===== src/rtl/uart_tx_fifo.sv =====
// uart_tx_fifo: UART transmitter with a built-in baud divider and a transmit FIFO.
// Every frame uses the settings present when its word leaves the FIFO, so
// settings can change while a frame is being sent.
//
// Parameters:
//   DATA_WIDTH      maximum data bits per frame and width of wr_data
//   DEPTH           FIFO depth in words (power of 2, >= 2)
//   DIV_WIDTH       width of baud_divisor
//
// Ports:
//   clk             system clock, rising edge
//   reset           asynchronous active-high reset
//   baud_divisor    bit period is baud_divisor+1 clock cycles
//   data_length     data bits per frame; 0 or > DATA_WIDTH selects DATA_WIDTH
//   parity_enable   1 = a parity bit follows the data bits
//   parity_type     0 = even parity, 1 = odd parity
//   two_stop_bits   0 = one stop bit, 1 = two stop bits
//   wr_valid        write request
//   wr_data         word to queue
//   wr_ready        FIFO not full
//   serial_data_out registered TX line, idles high
//   busy            a frame is being sent
//   tx_done         one-cycle pulse after the last stop bit of each frame
//   fifo_count      number of words waiting in the FIFO
module uart_tx_fifo #(
   parameter int DATA_WIDTH = 8,
   parameter int DEPTH      = 8,
   parameter int DIV_WIDTH  = 16
) (
   input  logic                    clk,
   input  logic                    reset,
   input  logic [DIV_WIDTH-1:0]    baud_divisor,
   input  logic [3:0]              data_length,
   input  logic                    parity_enable,
   input  logic                    parity_type,
   input  logic                    two_stop_bits,
   input  logic                    wr_valid,
   input  logic [DATA_WIDTH-1:0]   wr_data,
   output logic                    wr_ready,
   output logic                    serial_data_out,
   output logic                    busy,
   output logic                    tx_done,
   output logic [$clog2(DEPTH):0]  fifo_count
);

   localparam int AW = $clog2(DEPTH);
   localparam int LW = $clog2(DATA_WIDTH + 1);

   typedef enum logic [2:0] {
      S_IDLE,
      S_START,
      S_DATA,
      S_PARITY,
      S_STOP
   } state_t;

   // FIFO storage
   logic [DATA_WIDTH-1:0] r_mem [DEPTH];
   logic [AW-1:0]         r_wr_ptr;
   logic [AW-1:0]         r_rd_ptr;
   logic [AW:0]           r_count;

   // Transmitter state; everything here is latched when a word is popped
   state_t                r_state;
   logic [DIV_WIDTH-1:0]  r_div;
   logic [DIV_WIDTH-1:0]  r_baud_cnt;
   logic [LW-1:0]         r_len;
   logic [LW-1:0]         r_bit_cnt;
   logic [DATA_WIDTH-1:0] r_shift;
   logic                  r_parity_bit;
   logic                  r_par_en;
   logic                  r_two_stop;
   logic                  r_second_stop;
   logic                  r_tx;
   logic                  r_busy;
   logic                  r_tx_done;

   logic                  w_push;
   logic                  w_pop;
   logic                  w_bit_end;
   logic                  w_frame_end;
   logic [LW-1:0]         w_len;
   logic [DATA_WIDTH-1:0] w_head;
   logic [DATA_WIDTH-1:0] w_mask;
   logic [DATA_WIDTH-1:0] w_shift_next;
   logic                  w_head_parity;

   assign wr_ready        = (r_count != (AW+1)'(DEPTH));
   assign w_push          = wr_valid && wr_ready;
   assign w_head          = r_mem[r_rd_ptr];
   assign w_bit_end       = (r_baud_cnt == '0);
   assign w_frame_end     = (r_state == S_STOP) && w_bit_end && (!r_two_stop || r_second_stop);
   // Pop from IDLE, or on the last stop-bit edge so the next start bit follows immediately
   assign w_pop           = (r_count != '0) && ((r_state == S_IDLE) || w_frame_end);
   assign w_shift_next    = r_shift >> 1;

   assign serial_data_out = r_tx;
   assign busy            = r_busy;
   assign tx_done         = r_tx_done;
   assign fifo_count      = r_count;

   // Clamp the requested length and build a mask of the bits that will be sent
   always_comb begin
      w_len  = LW'(DATA_WIDTH);
      w_mask = '0;
      if (data_length != 4'd0 && 32'(data_length) <= DATA_WIDTH) begin
         w_len = LW'(data_length);
      end
      for (int unsigned i = 0; i < DATA_WIDTH; i++) begin
         w_mask[i] = (i < 32'(w_len));
      end
      w_head_parity = (^(w_head & w_mask)) ^ parity_type;
   end

   always_ff @(posedge clk) begin
      if (w_push) begin
         r_mem[r_wr_ptr] <= wr_data;
      end
   end

   always_ff @(posedge clk or posedge reset) begin
      if (reset) begin
         r_wr_ptr <= '0;
         r_rd_ptr <= '0;
         r_count  <= '0;
      end else begin
         if (w_push) begin
            r_wr_ptr <= r_wr_ptr + 1'b1;
         end
         if (w_pop) begin
            r_rd_ptr <= r_rd_ptr + 1'b1;
         end
         case ({w_push, w_pop})
            2'b10:   r_count <= r_count + 1'b1;
            2'b01:   r_count <= r_count - 1'b1;
            default: r_count <= r_count;
         endcase
      end
   end

   always_ff @(posedge clk or posedge reset) begin
      if (reset) begin
         r_state       <= S_IDLE;
         r_div         <= '0;
         r_baud_cnt    <= '0;
         r_len         <= '0;
         r_bit_cnt     <= '0;
         r_shift       <= '0;
         r_parity_bit  <= 1'b0;
         r_par_en      <= 1'b0;
         r_two_stop    <= 1'b0;
         r_second_stop <= 1'b0;
         r_tx          <= 1'b1;
         r_busy        <= 1'b0;
         r_tx_done     <= 1'b0;
      end else begin
         r_tx_done <= w_frame_end;
         if (w_pop) begin
            // Start a new frame with a snapshot of the current settings
            r_state       <= S_START;
            r_shift       <= w_head;
            r_div         <= baud_divisor;
            r_baud_cnt    <= baud_divisor;
            r_len         <= w_len;
            r_bit_cnt     <= '0;
            r_parity_bit  <= w_head_parity;
            r_par_en      <= parity_enable;
            r_two_stop    <= two_stop_bits;
            r_second_stop <= 1'b0;
            r_tx          <= 1'b0;
            r_busy        <= 1'b1;
         end else if (r_state != S_IDLE) begin
            if (!w_bit_end) begin
               r_baud_cnt <= r_baud_cnt - 1'b1;
            end else begin
               r_baud_cnt <= r_div;
               case (r_state)
                  S_START: begin
                     r_state <= S_DATA;
                     r_tx    <= r_shift[0];
                  end
                  S_DATA: begin
                     if (r_bit_cnt == r_len - 1'b1) begin
                        if (r_par_en) begin
                           r_state <= S_PARITY;
                           r_tx    <= r_parity_bit;
                        end else begin
                           r_state <= S_STOP;
                           r_tx    <= 1'b1;
                        end
                     end else begin
                        r_bit_cnt <= r_bit_cnt + 1'b1;
                        r_shift   <= w_shift_next;
                        r_tx      <= w_shift_next[0];
                     end
                  end
                  S_PARITY: begin
                     r_state <= S_STOP;
                     r_tx    <= 1'b1;
                  end
                  S_STOP: begin
                     if (r_two_stop && !r_second_stop) begin
                        r_second_stop <= 1'b1;
                     end else begin
                        r_state <= S_IDLE;
                        r_busy  <= 1'b0;
                     end
                  end
                  default: begin
                     r_state <= S_IDLE;
                     r_busy  <= 1'b0;
                     r_tx    <= 1'b1;
                  end
               endcase
            end
         end
      end
   end

endmodule

===== config.mk =====
export PLATFORM = sky130hd
export DESIGN_NAME = uart_tx_fifo
export DESIGN_NICKNAME = d
export VERILOG_FILES = /design/src/rtl/uart_tx_fifo.sv
export SDC_FILE = /design/constraint.sdc
export NUM_CORES = 1
export LEC_CHECK = 0
export ABC_AREA = 1
export CAP_MARGIN = 10
export CORE_ASPECT_RATIO = 0.75
export CORE_UTILIZATION = 46
export DETAILED_ROUTE_END_ITERATION = 8
export PLACE_DENSITY = 0.7
export RECOVER_POWER = 50
export SLEW_MARGIN = 20
export SYNTH_ARGS = -nofsm -noshare
export SYNTH_HDL_FRONTEND = slang
export SYNTH_SLANG_ARGS = --single-unit

===== constraint.sdc =====
create_clock -name clk -period 3.5 [get_ports clk]
set_input_delay 0.7 -clock clk [delete_from_list [all_inputs] [get_ports clk]]
set_output_delay 0.7 -clock clk [all_outputs]
set_load 0.005 [all_outputs]

==> results.py <==
metrics = {
    "logic_synthesis": {
        "yosys_warnings": 0,
        "synth_cell_types": 37,
        "synth_edf_count": 64,
        "syn_inst": 799,
        "syn_area_um2": 6720,
        "async_reset_ff_frac": 0.515,
        "yosys_most_used_dff": "dfrtp_1",
        "ys_ff_latch": 132,
        "postSynthAreaPerCell_um2": 8.41,
        "synth_fp_nets": 841,
        "seq_area_frac_synth": 0.539,
    },
    "global_route": {
        "grt_usage": 0.219,
        "antenna_found_initial": 0,
        "grt_overflow": 0,
        "grt_max_degree": 41,
        "grt_pass1_wl_um": 25000,
        "grt_pass1_vias": 5003,
    },
    "timing": {
        "slew_headroom": 0.215,
        "tightest_slew_ns": 1.18,
        "max_freq_mhz": 351,
        "setup_tns_ns": 0,
        "hold_viol": 0,
        "fin_ws_ns": 0.651,
        "rsz0062_at_grt": "no",
        "slew_violations": 0,
        "period_minus_slack_ns": 2.85,
        "finalSetupViolCount": 0,
        "finalCritPeriodShare": 0.814,
        "skew_ns": 0.0105,
    },
    "critical_path": {
        "reg2regPathDepth": 10,
        "worst-path-max-fanout": 40,
        "critical_path.startpoint_type": "register",
        "crit_type": "register to register",
        "reg2reg_slack_ns": 0.65,
        "crit_path_end_kind": "register",
        "arrival_ns": 3.19,
        "required_ns": 3.84,
        "rr_startpoint": "r_baud_cnt[0]",
        "timing.rr.end": "fifo_count[3]",
    },
    "finish": {
        "antennaDiodeCount": 0,
        "fin_cells": 1057,
        "layout_common_cells": "nand2_1 (274), inv_1 (102), nand3_1 (76)",
        "final_cell_area_um2": 7960,
        "layout-drive-gt1-share": 0.0742,
        "area_growth_syn_to_layout_pct": 18.5,
        "fin_util": 0.569,
        "fin_nets": 891,
        "final_common_cell": "nand2_1",
    },
    "power": {
        "seq_power_share": 0.329,
        "switchingPower_mw": 3.03,
        "p_comb_frac": 0.428,
        "p_sw_frac": 0.405,
        "p_int_mw": 4.44,
        "power.density_nw_per_um2": 938,
        "power.share.clock": 0.243,
        "irDropWorstVdd_mv": 0.443,
        "p_leak_nw": 3.73,
    },
    "routing": {
        "drt_iter0_markers": 400,
        "routed_wl_um": 15000,
        "via_per_inst": 5.00,
        "vias": 5288,
        "wl_per_cell_um": 14.2,
        "firstDrtPassIters": 5,
        "drc_errors": 0,
        "final_antenna_net_count": 0,
    },
    "clocking": {
        "numCtsBuffers": 17,
        "clockRootBuffer": "clkbuf_16",
        "cts-hold-fix-buffers": 0,
        "post_cts_buffers": 0,
        "cts.repair.resized": 0,
        "cts_tree": "done",
        "clock_latency_ns": 0.42,
        "path_clk_slew_ns": 0.06,
        "cts-htree-levels": 4,
        "numClockSinks": 132,
        "clockBufferDepth": 2,
    },
    "floorplan": {
        "start_util": 0.481,
        "die_y_um": 107,
        "die_area_um2": 15100,
        "rows": 37,
        "core_um2": 14000,
        "die_width_um": 142,
        "io_pins": 42,
    },
    "hold_path": {
        "min_path_cells": 2,
        "hold_class": "register to register",
        "holdPathEnd": "r_div[3]",
        "min_from": "r_div[3]",
    },
    "place": {
        "portBuffers": 41,
        "place_ws_ns": 0.660,
        "dp.cells": 1025,
        "place_hpwl_um": 9940,
        "placed_area_um2": 7380,
        "routabilityCongestion": 0.833,
    },
    "status": {
        "status": "finished clean",
    },
    "run": {
        "drv_cap": 0,
    },
}
==> cell families after synthesis <==
family | synth area share
buffers and inverters | 0.0793
flip-flops | 0.539
adder cells (fa/ha/maj) | 0.0149
AND/OR/NAND/NOR | 0.270
XOR/XNOR | 0.0261
AO/OA/AOI/OAI | 0.0702
==> Yosys cell counts, drive strengths merged, types with 2 or more instances <==
cell    count  area (um^2)
nor2       70          273
ha          8          100
xor2       13          114
xnor2       7         61.3
nand4       4         40.0
clkbuf      7         26.3
a21oi      10         57.6
nor3        4         31.3
nand2     277         1050
dfrtp      67         1680
buf        21          120
a31oi      19          163
nand3      76          380
or2         2         12.5
o31ai       2         15.0
o211ai      7         52.6
edfxtp     64         1920
inv       102          383
o21ai      33          176
==> registers in the layout (all words and copies together), names as in the netlist, 4 cells and up <==
| name | flops |
|---|---|
| r_mem | 64 |
| r_bit_cnt | 4 |
| r_baud_cnt | 16 |
| fifo_count | 4 |
| r_div | 16 |
| r_shift | 8 |
| r_len | 4 |
==> stage by stage <==
step | total power [mW] | hold slack (ns)
after global placement | 5.56 | 0.461
after detailed placement | 5.63 | 0.468
after CTS | 7.49 | 0.481
after floorplan | 4.86 | 0.444
after global routing | 8.10 | 0.497
final | 7.47 | 0.473
==> area by class of cell <==
class                           instances  area, um^2
Tap cell                              195         244
Inverter                              103         387
Clock buffer                           19         433
Multi-Input combinational cell        536        2570
Sequential cell                       132        3620
Fill cell                            1278        6020
Clock inverter                         13         164
Timing Repair Buffer                   59         539
==> critical path, cell delays in order (launching register included) <==
cell and delay, ns:
dfrtp_1 0.38, inv_1 0.15, ha_1 0.22, nand2_2 0.11, nor2_1 0.21, nand4_1 0.21, a21oi_4 0.18, buf_4 0.39
ha_1 0.39, a211oi_1 0.34, xor2_1 0.17
==> how the worst max path moves through the flow <==
| stage | start | end | slack (ns) |
|---|---|---|---|
| 5_1_grt | r_baud_cnt[0] | fifo_count[3] | 0.45 |
| 2_1_floorplan | r_baud_cnt[0] | fifo_count[3] | 0.78 |
| 3_5_place_dp | r_baud_cnt[0] | fifo_count[3] | 0.66 |
| 4_1_cts | r_baud_cnt[0] | fifo_count[3] | 0.66 |
| 3_3_place_gp | r_baud_cnt[0] | fifo_count[3] | 0.79 |
| 6_report | r_baud_cnt[0] | fifo_count[3] | 0.65 |
==> power groups by stage <==
stage / logic (mW) / registers (mW) / clock network, mW
5_1_grt: 3.69 / 2.51 / 1.90
6_report: 3.19 / 2.46 / 1.82
2_1_floorplan: 2.46 / 2.40 / 0
3_5_place_dp: 3.16 / 2.47 / 0
3_3_place_gp: 3.10 / 2.47 / 0
4_1_cts: 3.20 / 2.45 / 1.84
==> layer usage <==
| layer | share of wire | vias up | routed length (um) | track usage |
|---|---|---|---|---|
| met1 | 0.49 | 2441 | 7420 | 0.325 |
| met3 | 0.071 | 11 | 1070 | 0.0616 |
| li1 | - | 2661 | - | - |
| met4 | 0.0083 | 0 | 125 | 0.0637 |
| met2 | 0.43 | 175 | 6400 | 0.309 |
| met5 | 0 | - | 0 | 0 |
No activity file was read; power rests on OpenSTA's default activity.
